## config.mk

```make
export PLATFORM = sky130hd
export DESIGN_NAME = seq_div_106
export DESIGN_NICKNAME = d
export VERILOG_FILES = /design/src/rtl/div_pkg.sv /design/src/rtl/div_step.sv /design/src/rtl/seq_div_106.sv
export SDC_FILE = /design/constraint.sdc
export NUM_CORES = 1
export LEC_CHECK = 0
export BUFFER_PORTS_ARGS = -buffer_cell sky130_fd_sc_hd__buf_2
export CORE_MARGIN = 2
export CORE_UTILIZATION = 31
export CTS_BUF_LIST = sky130_fd_sc_hd__clkbuf_4 sky130_fd_sc_hd__clkbuf_8 sky130_fd_sc_hd__clkbuf_16
export CTS_CLUSTER_DIAMETER = 50
export DETAILED_ROUTE_END_ITERATION = 7
export PLACE_DENSITY = 0.5
export SETUP_SLACK_MARGIN = 0.05
export SLEW_MARGIN = 10
export SYNTH_ARGS = -nofsm -noshare
export SYNTH_HDL_FRONTEND = slang
export SYNTH_SLANG_ARGS = --single-unit
```

## constraint.sdc

```tcl
create_clock -name clk -period 5.48 [get_ports clk]
set_clock_uncertainty 0.15 [all_clocks]
set_input_delay 0.548 -clock clk [delete_from_list [all_inputs] [get_ports clk]]
set_output_delay 0.548 -clock clk [all_outputs]
set_load 0.03 [all_outputs]
```

## src/rtl/div_pkg.sv

```systemverilog
// Shared constants and FSM state type for the sequential restoring divider.
package div_pkg;

  localparam int DEF_M = 106;
  localparam int DEF_N = 53;
  localparam int CNT_W = 7;

  typedef enum logic [1:0] {
    ST_IDLE = 2'd0,
    ST_CALC = 2'd1,
    ST_DONE = 2'd2
  } state_e;

endpackage

```

## src/rtl/div_step.sv

```systemverilog
// One restoring radix-2 iteration: shift in a dividend bit, trial-subtract, select.
module div_step
  import div_pkg::*;
#(
  parameter int N = DEF_N
) (
  input  logic [N-1:0] rem,
  input  logic         din,
  input  logic [N-1:0] divisor,
  output logic [N-1:0] rem_next,
  output logic         qbit
);

  logic [N:0]   partial_s;
  logic [N-1:0] trial_s;
  logic         ge_s;

  // trial subtract; the low N bits of the difference are exact whenever partial >= divisor
  always_comb begin
    partial_s = {rem, din};
    ge_s      = (partial_s >= {1'b0, divisor});
    trial_s   = partial_s[N-1:0] - divisor;
    if (ge_s) begin
      rem_next = trial_s;
      qbit     = 1'b1;
    end else begin
      rem_next = partial_s[N-1:0];
      qbit     = 1'b0;
    end
  end

endmodule

```

## src/rtl/seq_div_106.sv

```systemverilog
// Sequential unsigned divider: one quotient bit per cycle, MSB first, IDLE/CALC/DONE control.
module seq_div_106
  import div_pkg::*;
#(
  parameter int M = DEF_M,
  parameter int N = DEF_N
) (
  input  logic         clk,
  input  logic         rst,
  input  logic         in_valid,
  output logic         in_ready,
  input  logic [M-1:0] dividend,
  input  logic [N-1:0] divisor,
  output logic         out_valid,
  output logic [M-1:0] quotient,
  output logic [N-1:0] remainder,
  output logic         dz
);

  state_e           state_r;
  logic [CNT_W-1:0] cnt_r;
  logic [M-1:0]     dq_r;
  logic [N-1:0]     rem_r;
  logic [N-1:0]     dvs_r;
  logic             in_ready_r;
  logic             out_valid_r;
  logic [M-1:0]     quot_r;
  logic [N-1:0]     rem_out_r;
  logic             dz_r;
  logic [N-1:0]     rem_next_s;
  logic             qbit_s;

  div_step #(.N(N)) u_step (
    .rem      (rem_r),
    .din      (dq_r[M-1]),
    .divisor  (dvs_r),
    .rem_next (rem_next_s),
    .qbit     (qbit_s)
  );

  // control FSM plus datapath; dq_r shifts the dividend out and the quotient in
  always_ff @(posedge clk) begin
    if (rst) begin
      state_r     <= ST_IDLE;
      cnt_r       <= {CNT_W{1'b0}};
      dq_r        <= {M{1'b0}};
      rem_r       <= {N{1'b0}};
      dvs_r       <= {N{1'b0}};
      in_ready_r  <= 1'b1;
      out_valid_r <= 1'b0;
      quot_r      <= {M{1'b0}};
      rem_out_r   <= {N{1'b0}};
      dz_r        <= 1'b0;
    end else begin
      out_valid_r <= 1'b0;
      case (state_r)
        ST_IDLE: begin
          if (in_valid && in_ready_r) begin
            dq_r       <= dividend;
            dvs_r      <= divisor;
            rem_r      <= {N{1'b0}};
            cnt_r      <= CNT_W'(M - 1);
            in_ready_r <= 1'b0;
            if (divisor == {N{1'b0}}) begin
              state_r     <= ST_DONE;
              out_valid_r <= 1'b1;
              dz_r        <= 1'b1;
              quot_r      <= {M{1'b1}};
              rem_out_r   <= {N{1'b0}};
            end else begin
              state_r <= ST_CALC;
            end
          end else begin
            state_r <= ST_IDLE;
          end
        end
        ST_CALC: begin
          dq_r  <= {dq_r[M-2:0], qbit_s};
          rem_r <= rem_next_s;
          // final iteration publishes results so out_valid lines up with DONE
          if (cnt_r == {CNT_W{1'b0}}) begin
            state_r     <= ST_DONE;
            out_valid_r <= 1'b1;
            dz_r        <= 1'b0;
            quot_r      <= {dq_r[M-2:0], qbit_s};
            rem_out_r   <= rem_next_s;
          end else begin
            cnt_r <= cnt_r - {{(CNT_W-1){1'b0}}, 1'b1};
          end
        end
        ST_DONE: begin
          state_r    <= ST_IDLE;
          in_ready_r <= 1'b1;
        end
        default: begin
          state_r    <= ST_IDLE;
          in_ready_r <= 1'b1;
        end
      endcase
    end
  end

  assign in_ready  = in_ready_r;
  assign out_valid = out_valid_r;
  assign quotient  = quot_r;
  assign remainder = rem_out_r;
  assign dz        = dz_r;

endmodule

```

==> results.md, run 1 <==
* CP cell instances: inv_1 > ha_1 > nor2b_1 > o31ai_1 > a211oi_1 > a211o_1 > o21ai_0 > a21oi_1 > nor2_1 > o21ai_0 > xnor2_1 > o21ai_0
* Core Region at 0.05542 sq mm
* Post-synthesis register bit count at approximately 380
* TritonCTS Buffers at between 40 and 50
* PwrDens at between 600 and 700 mW/mm^2
* CP max-delay cell: o21ai_0
* I/O Buffers at 323
* Worst Hold Class: in2reg
* Final hold vios at 0
* Sequential cell area at 0.007667 sq mm
* Delay-heaviest family, CP: compound AO/OA/AOI/OAI gates
* RSZ-0062 raised after global routing: false
* Syn avg cell area at about 8.0 sq um
* Uppermost layer routed: met5
* MaxCap Viol Count at 0
* Maximum clock insertion buffer count at 3
* Nets at 2623
* Ratio of cells with drive above 1 in the final layout at a little under a fifth
* Grt ovf at 0
* M1 wire length at 25.63 mm
* Synth area leader: dfxtp_1
* Drt via density at 5.110
* CTS root buf: clkbuf_16
* CP Max Fanout at 4
* Crit path required time at roughly 5.8 ns
* Area growth from synthesis to layout at 22.32%
* Post-synth top area share at approximately 44%
* Final worst path period share at 72.60%
* DRC Markers at 0
* CTS resizes at 0
* WHS at between 0.03 and 0.04 ns
* Run status: complete, no violations
* DIE AREA at 0.05824 sq mm
* Most common cell in the synthesized netlist: nand2_1
* Vias in the first global route at roughly 16000
* Worst-Skew Late Latency at 0.61 ns
* Antenna violations before repair at 18
* Count of cell types in the netlist at 70
* Yosys synthesis warning count at 0
* Syn Nets at about 2400
* Post-CTS Setup Bufs at 0
* Cell area after synthesis at 0.01746 sq mm
* Fill cell count at 5792
* Met2 WL at between 20 and 30 mm
* WP data arrival at 4.30 ns
* Synth Flop Type: dfxtp_1
* 1st-pass router iterations at 5
* Setup violations, final at 0
* Reg clk slew, reported paths at around 0.060 ns
* Met3 wire length at 4.540 mm
* Crit path top cell by count: o21ai_0
* DR iter-0 viols at about 910
* Sum Neg Setup Slack at 0 ns
* Buf+Inv Stages, Crit Path at 1
* Part of the Yosys area used for sequential elements at 43.92%
* # H-tree levels at 2
* Antenna viol nets, final at 0
* Row cnt at 86
* Tightest Pin Transition at 1.081 ns
* WL final at 58.30 mm
* Commonest cells post-synth: nand2_1 (457), dfxtp_1 (383), nor2_1 (272)
* CTS tree: done
* CP Class: reg2reg
* # IOs at around 320
* Gpl congestion at just under 0.9
* First-pass GRT wire length at 90.13 mm
* Num Clock Sinks at 383
* Hold buffers post-CTS at 1
* Area of the multi-input gates at roughly 0.0090 sq mm
* Cells after Synth at 2176
* Total GRT Usage at 19.60%
* Pin count of the biggest net entering global routing at 192
* Slew Viols, Final at 0
* Slew HR at 27.94%
* Vias at 16315
* Startpoint types: flop
* Top cells by area, synth: dfxtp_1 (44%), nand2_1 (9.8%), nor2_1 (5.8%)
* Min Tclk post-route at ~4.0 ns
* Dpl ws at 1.432 ns
* Die span in y at roughly 240 um
* Leakage at 8.902 nW
* Post-DP HPWL at 40.85 mm
* Final worst slack at 1.501 ns
* Max VDD drop at 0.4108 mV
* Critical path endpoint category: flop
* Peak Freq at 0.2513 GHz
* Routed WL per cell at 18.26 um
* Async S/R FF share, synth at 0%
* Initial Util at between 30% and 40%
* Max incr delay on CP at roughly 0.54 ns
* Die Span X at 241.3 um
* Post-synth EDFFs at 0
cell type report:
cell class	count	share of cell area, %
well taps	748	4.382
repair buffers	338	8.389
multi-input cells	1565	41.97
flip-flops and latches	383	35.90
clock buffers	64	6.474
diodes	5	0.05859
inverters	68	1.195
clock inverters	22	1.629
worst min-delay path: stages:
cell	delay (ns)
buf_2	0.10
nand2_1	0.05
a21oi_1	0.05
report_power, final:
part	total [W]	switching, W	internal (W)
registers	0.00350	0.000283	0.00322
clock network	0.00341	0.00132	0.00209
logic	0.00682	0.00430	0.00253
cell usage in the layout, fill, tap and decap left out, types with 4 or more instances in the layout:
cell type,count
nand2_1,457
dfxtp_1,383
buf_2,322
nor2_1,270
a21oi_1,136
a211oi_1,115
a311oi_1,106
o21ai_0,76
inv_1,68
ha_1,55
o21ai_1,52
clkbuf_16,49
xor2_1,29
xnor2_1,26
nor3_1,17
mux2i_1,17
a21o_1,16
nor4_1,16
a32oi_1,16
nor2b_1,13
nand4_1,13
o21bai_1,12
nand2b_1,11
nand3_1,11
a22o_1,10
buf_4,10
clkbuf_4,8
a31oi_1,7
and2_1,7
clkbuf_8,7
and3_1,6
bufinv_16,6
diode_2,5
o221ai_1,5
or3_1,5
o21a_1,5
inv_6,5
buf_12,4
registers in the layout, indices dropped and copies added (netlist names), 2 cells and up:
name and flops:
cnt_r 7, rem_r 53, remainder 53, state_r 2, dq_r 106, dvs_r 53
quotient 106
routing by layer:
layer,track usage (%),up-vias
li1,-,8113
met1,24.88,7667
met2,31.25,403
met3,5.925,108
met4,7.370,24
met5,0,-
logic make-up (layout without fill, tap and decap cells):
family	Yosys count	count (layout)	synth area share, %
compound gates	592	592	23.21
mux	19	19	1.104
buf+inv	228	492	5.167
xor+xnor	55	55	2.759
fa+ha+maj	56	56	4.056
flops	383	383	43.92
other cells	0	5	0
simple gates	843	843	19.79
metrics by stage:
step                util, %  cells  area [sq um]  power, W
global route          38.53   3191         21350   0.01473
CTS                   38.52   3188         21340   0.01382
global placement      35.38   3101         19600   0.01027
finish                38.54   3193         21360   0.01373
detailed placement    35.38   3101         19600   0.01033
floorplan                 -   2176         17460  0.008712
path summary, 6_finish.rpt:
check                 from            end  slack [ns]  cells past startpoint
max reg2reg       dvs_r[1]  remainder[45]        1.50                     12
max               dvs_r[1]  remainder[45]        1.50                     12
min reg2reg  remainder[12]  remainder[12]        0.29                      2
min            divisor[34]      dvs_r[34]        0.04                      3
Power figures use the tool's default switching activity.
==> run 2, diff against run 1 <==
--- a/config.mk
+++ b/config.mk
@@ -11,7 +11,7 @@
 export CTS_BUF_LIST = sky130_fd_sc_hd__clkbuf_4 sky130_fd_sc_hd__clkbuf_8 sky130_fd_sc_hd__clkbuf_16
 export CTS_CLUSTER_DIAMETER = 50
 export DETAILED_ROUTE_END_ITERATION = 7
-export PLACE_DENSITY = 0.5
+export PLACE_DENSITY = 0.51
 export SETUP_SLACK_MARGIN = 0.05
 export SLEW_MARGIN = 10
 export SYNTH_ARGS = -nofsm -noshare
==> constraint.sdc (replaced) <==
create_clock -name clk -period 3.3 [get_ports clk]
set_clock_uncertainty 0.15 [all_clocks]
set_input_delay 0.33 -clock clk [delete_from_list [all_inputs] [get_ports clk]]
set_output_delay 0.33 -clock clk [all_outputs]
set_load 0.03 [all_outputs]
==> run 2 against run 1 <==
- sequential share of layout area decreased by 4.3 points
- die area unchanged
- design area increased by 14%
- critical path type unchanged
- largest cell class unchanged
- highest routed layer unchanged
==> results.md, run 2 (same netlist as run 1, synthesis figures left out) <==
* Run status: complete, no violations
* Final worst path period share at 94.81%
* Most frequent cells in the layout: nand2_1 (456), dfxtp_1 (377), buf_2 (322)
* Startpoint types: flop
* R2r startpoint: rem_r[8]
* # H-tree levels at 2
* Fill cell count at 5541
* First-pass GRT wire length at 93.29 mm
* Flop pwr share at 22.8%
* CP max-delay cell: dfxtp_1
* P_sw at 0.01074 W
* Num Clock Sinks at 383
* Critical path endpoint category: flop
* Final Core Density at 43.78%
* Drt via density at between 5 and 6
* Die span in y at 241.3 um
* Sw frac at 41.77%
* # IOs at around 320
* Clk pwr share at between 20% and 30%
* Row cnt at 86
* Worst Hold Path Cells at 2
* Core Region at between 0.05 and 0.06 sq mm
* WP data arrival at approximately 3.5 ns
* Leakage at 10.17 nW
* I/O Buffers at 323
* WL final at 60.40 mm
* DIE AREA at 0.05824 sq mm
* Initial Util at 31.51%
* CP Class: reg2reg
* Worst-Skew Late Latency at 0.62 ns
* Pin count of the biggest net entering global routing at between 150 and 200
* R2R cell count at 12
* Setup violations, final at 0
* DR iter-0 viols at between 900 and 1000
* Slew HR at around 47%
* Maximum clock insertion buffer count at 3
* 1st-pass router iterations at 5
* Worst Hold Class: in2reg
* Post-route cell area at between 0.02 and 0.025 sq mm
* Tightest Pin Transition at 0.7967 ns
* RSZ-0062 raised after global routing: true
* Nets at 2870
* Vias at around 17000
* MaxCap Viol Count at 0
* CP Max Fanout at 5
* PwrDens at 1060 mW/mm^2
* Final worst slack at about 0.17 ns
* Ratio of cells with drive above 1 in the final layout at 22.59%
* Slew Viols, Final at 0
* Hold_sp: rst
* WHS at 0.1532 ns
* Max incr delay on CP at 0.40 ns
* Most common cell after layout, fill and taps aside: nand2_1
* TritonCTS Buffers at 53
* Die Span X at 241.3 um
* Min Tclk post-route at 3.129 ns
* DRC Markers at 0
* Dpl ws at -0.1916 ns
* Gpl congestion at about 0.90
* Routed WL per cell at between 15 and 20 um
* Grt ovf at 0
* Antenna violations before repair at 10
* Buf+Inv Stages, Crit Path at 1
* CTS root buf: clkbuf_16
* Vias in the first global route at between 15000 and 20000
* Antenna viol nets, final at 0
* Max VDD drop at 0.7036 mV
* Area growth from synthesis to layout at 38.96%
* Peak Freq at roughly 0.32 GHz
* Crit path required time at 3.64 ns
* Cell Area, Placed at 0.02024 sq mm
* Post-DP HPWL at roughly 42 mm
* Pint at between 0.01 and 0.015 W
* Final hold vios at 0
* Delay-heaviest family, CP: compound AO/OA/AOI/OAI gates
* Worst hold path endpoint: state_r[1]
* Reg clk slew, reported paths at 0.06 ns
* Worst reg2reg setup slack at 0.17 ns
* CTS tree: done
* Reg2reg end: rem_r[50]
* Combinational share of power at between 50% and 60%
* CP cell instances: ha_4 > a21oi_2 > o21ai_2 > a2111o_1 > o21ba_4 > a21oi_4 > a2bb2oi_4 > buf_4 > a31oi_1 > o21ai_1 > xor2_1 > a221o_1
* Total GRT Usage at 20.13%
[run 2: cell count changes in the layout (fill, tap and decap cells not counted), sizes merged]
cell         delta
clkinv          +5
bufinv          -3
inv             +5
buf            +82
diode           -1
clkbuf          +8
dlygate4sd3   +159
[run 2: worst max path at each step]
| stage | from | endpoint | slack [ns] | depth (start not counted) |
|---|---|---|---|---|
| finish | rem_r[8] | rem_r[50] | 0.17 | 12 |
| global route | dvs_r[16] | remainder[29] | 0.03 | 13 |
| floorplan | dvs_r[9] | rem_r[50] | 0.38 | 13 |
| global placement | dq_r[105] | rem_r[7] | -0.09 | 13 |
| detailed placement | dq_r[105] | rem_r[7] | -0.19 | 13 |
| CTS | dq_r[105] | rem_r[50] | 0.08 | 14 |
[run 2: worst reg2reg max path, stage by stage, from the launching register on]
cell,delay [ns]
dfxtp_1,0.40
ha_4,0.25
a21oi_2,0.17
o21ai_2,0.08
a2111o_1,0.35
o21ba_4,0.25
a21oi_4,0.23
a2bb2oi_4,0.09
buf_4,0.15
a31oi_1,0.24
o21ai_1,0.12
xor2_1,0.18
a221o_1,0.36
[run 2: final cells by class]
cell class,count,area [sq um],area share (%)
Antenna cell,4,10.01,0.04126
Clock buffer,70,1504,6.199
Clock inverter,29,346.6,1.428
Inverter,68,255.2,1.052
Multi-Input combinational cell,1565,9333,38.47
Sequential cell,383,7675,31.63
Tap cell,748,935.9,3.857
Timing Repair Buffer,581,4203,17.32
[run 2: stage by stage]
stage          setup TNS (ns)  power (W)  instances
6_report                    0    0.02572       3448
2_1_floorplan               0    0.01447       2176
5_1_grt                     0    0.02749       3444
3_3_place_gp          -0.2065    0.01807       3171
3_5_place_dp           -2.480    0.01809       3171
4_1_cts                     0    0.02473       3434
[run 2: per-layer routing]
| layer | track usage [%] | vias to the layer above | wire length (um) |
|---|---|---|---|
| li1 | - | 8619 | - |
| met1 | 24.85 | 8131 | 26210 |
| met2 | 33.18 | 455 | 27640 |
| met3 | 6.335 | 120 | 4614 |
| met4 | 6.697 | 12 | 1860 |
| met5 | 0 | - | 75 |
[run 2: power groups by stage]
stage	clock network (W)	registers, W	logic, W
after floorplan	0	0.00618	0.00829
after global placement	0	0.00590	0.0122
after detailed placement	0	0.00591	0.0122
after CTS	0.00603	0.00583	0.0129
after global routing	0.00622	0.00595	0.0153
final	0.00588	0.00586	0.0140
[run 2: what timing repair did]
action,CTS,global route
buffers inserted,3,9
hold endpoints to repair,162,0
hold buffers,160,0
setup endpoints to repair,89,106
pin swaps,1,26
resized for setup,10,90
cloned,1,1
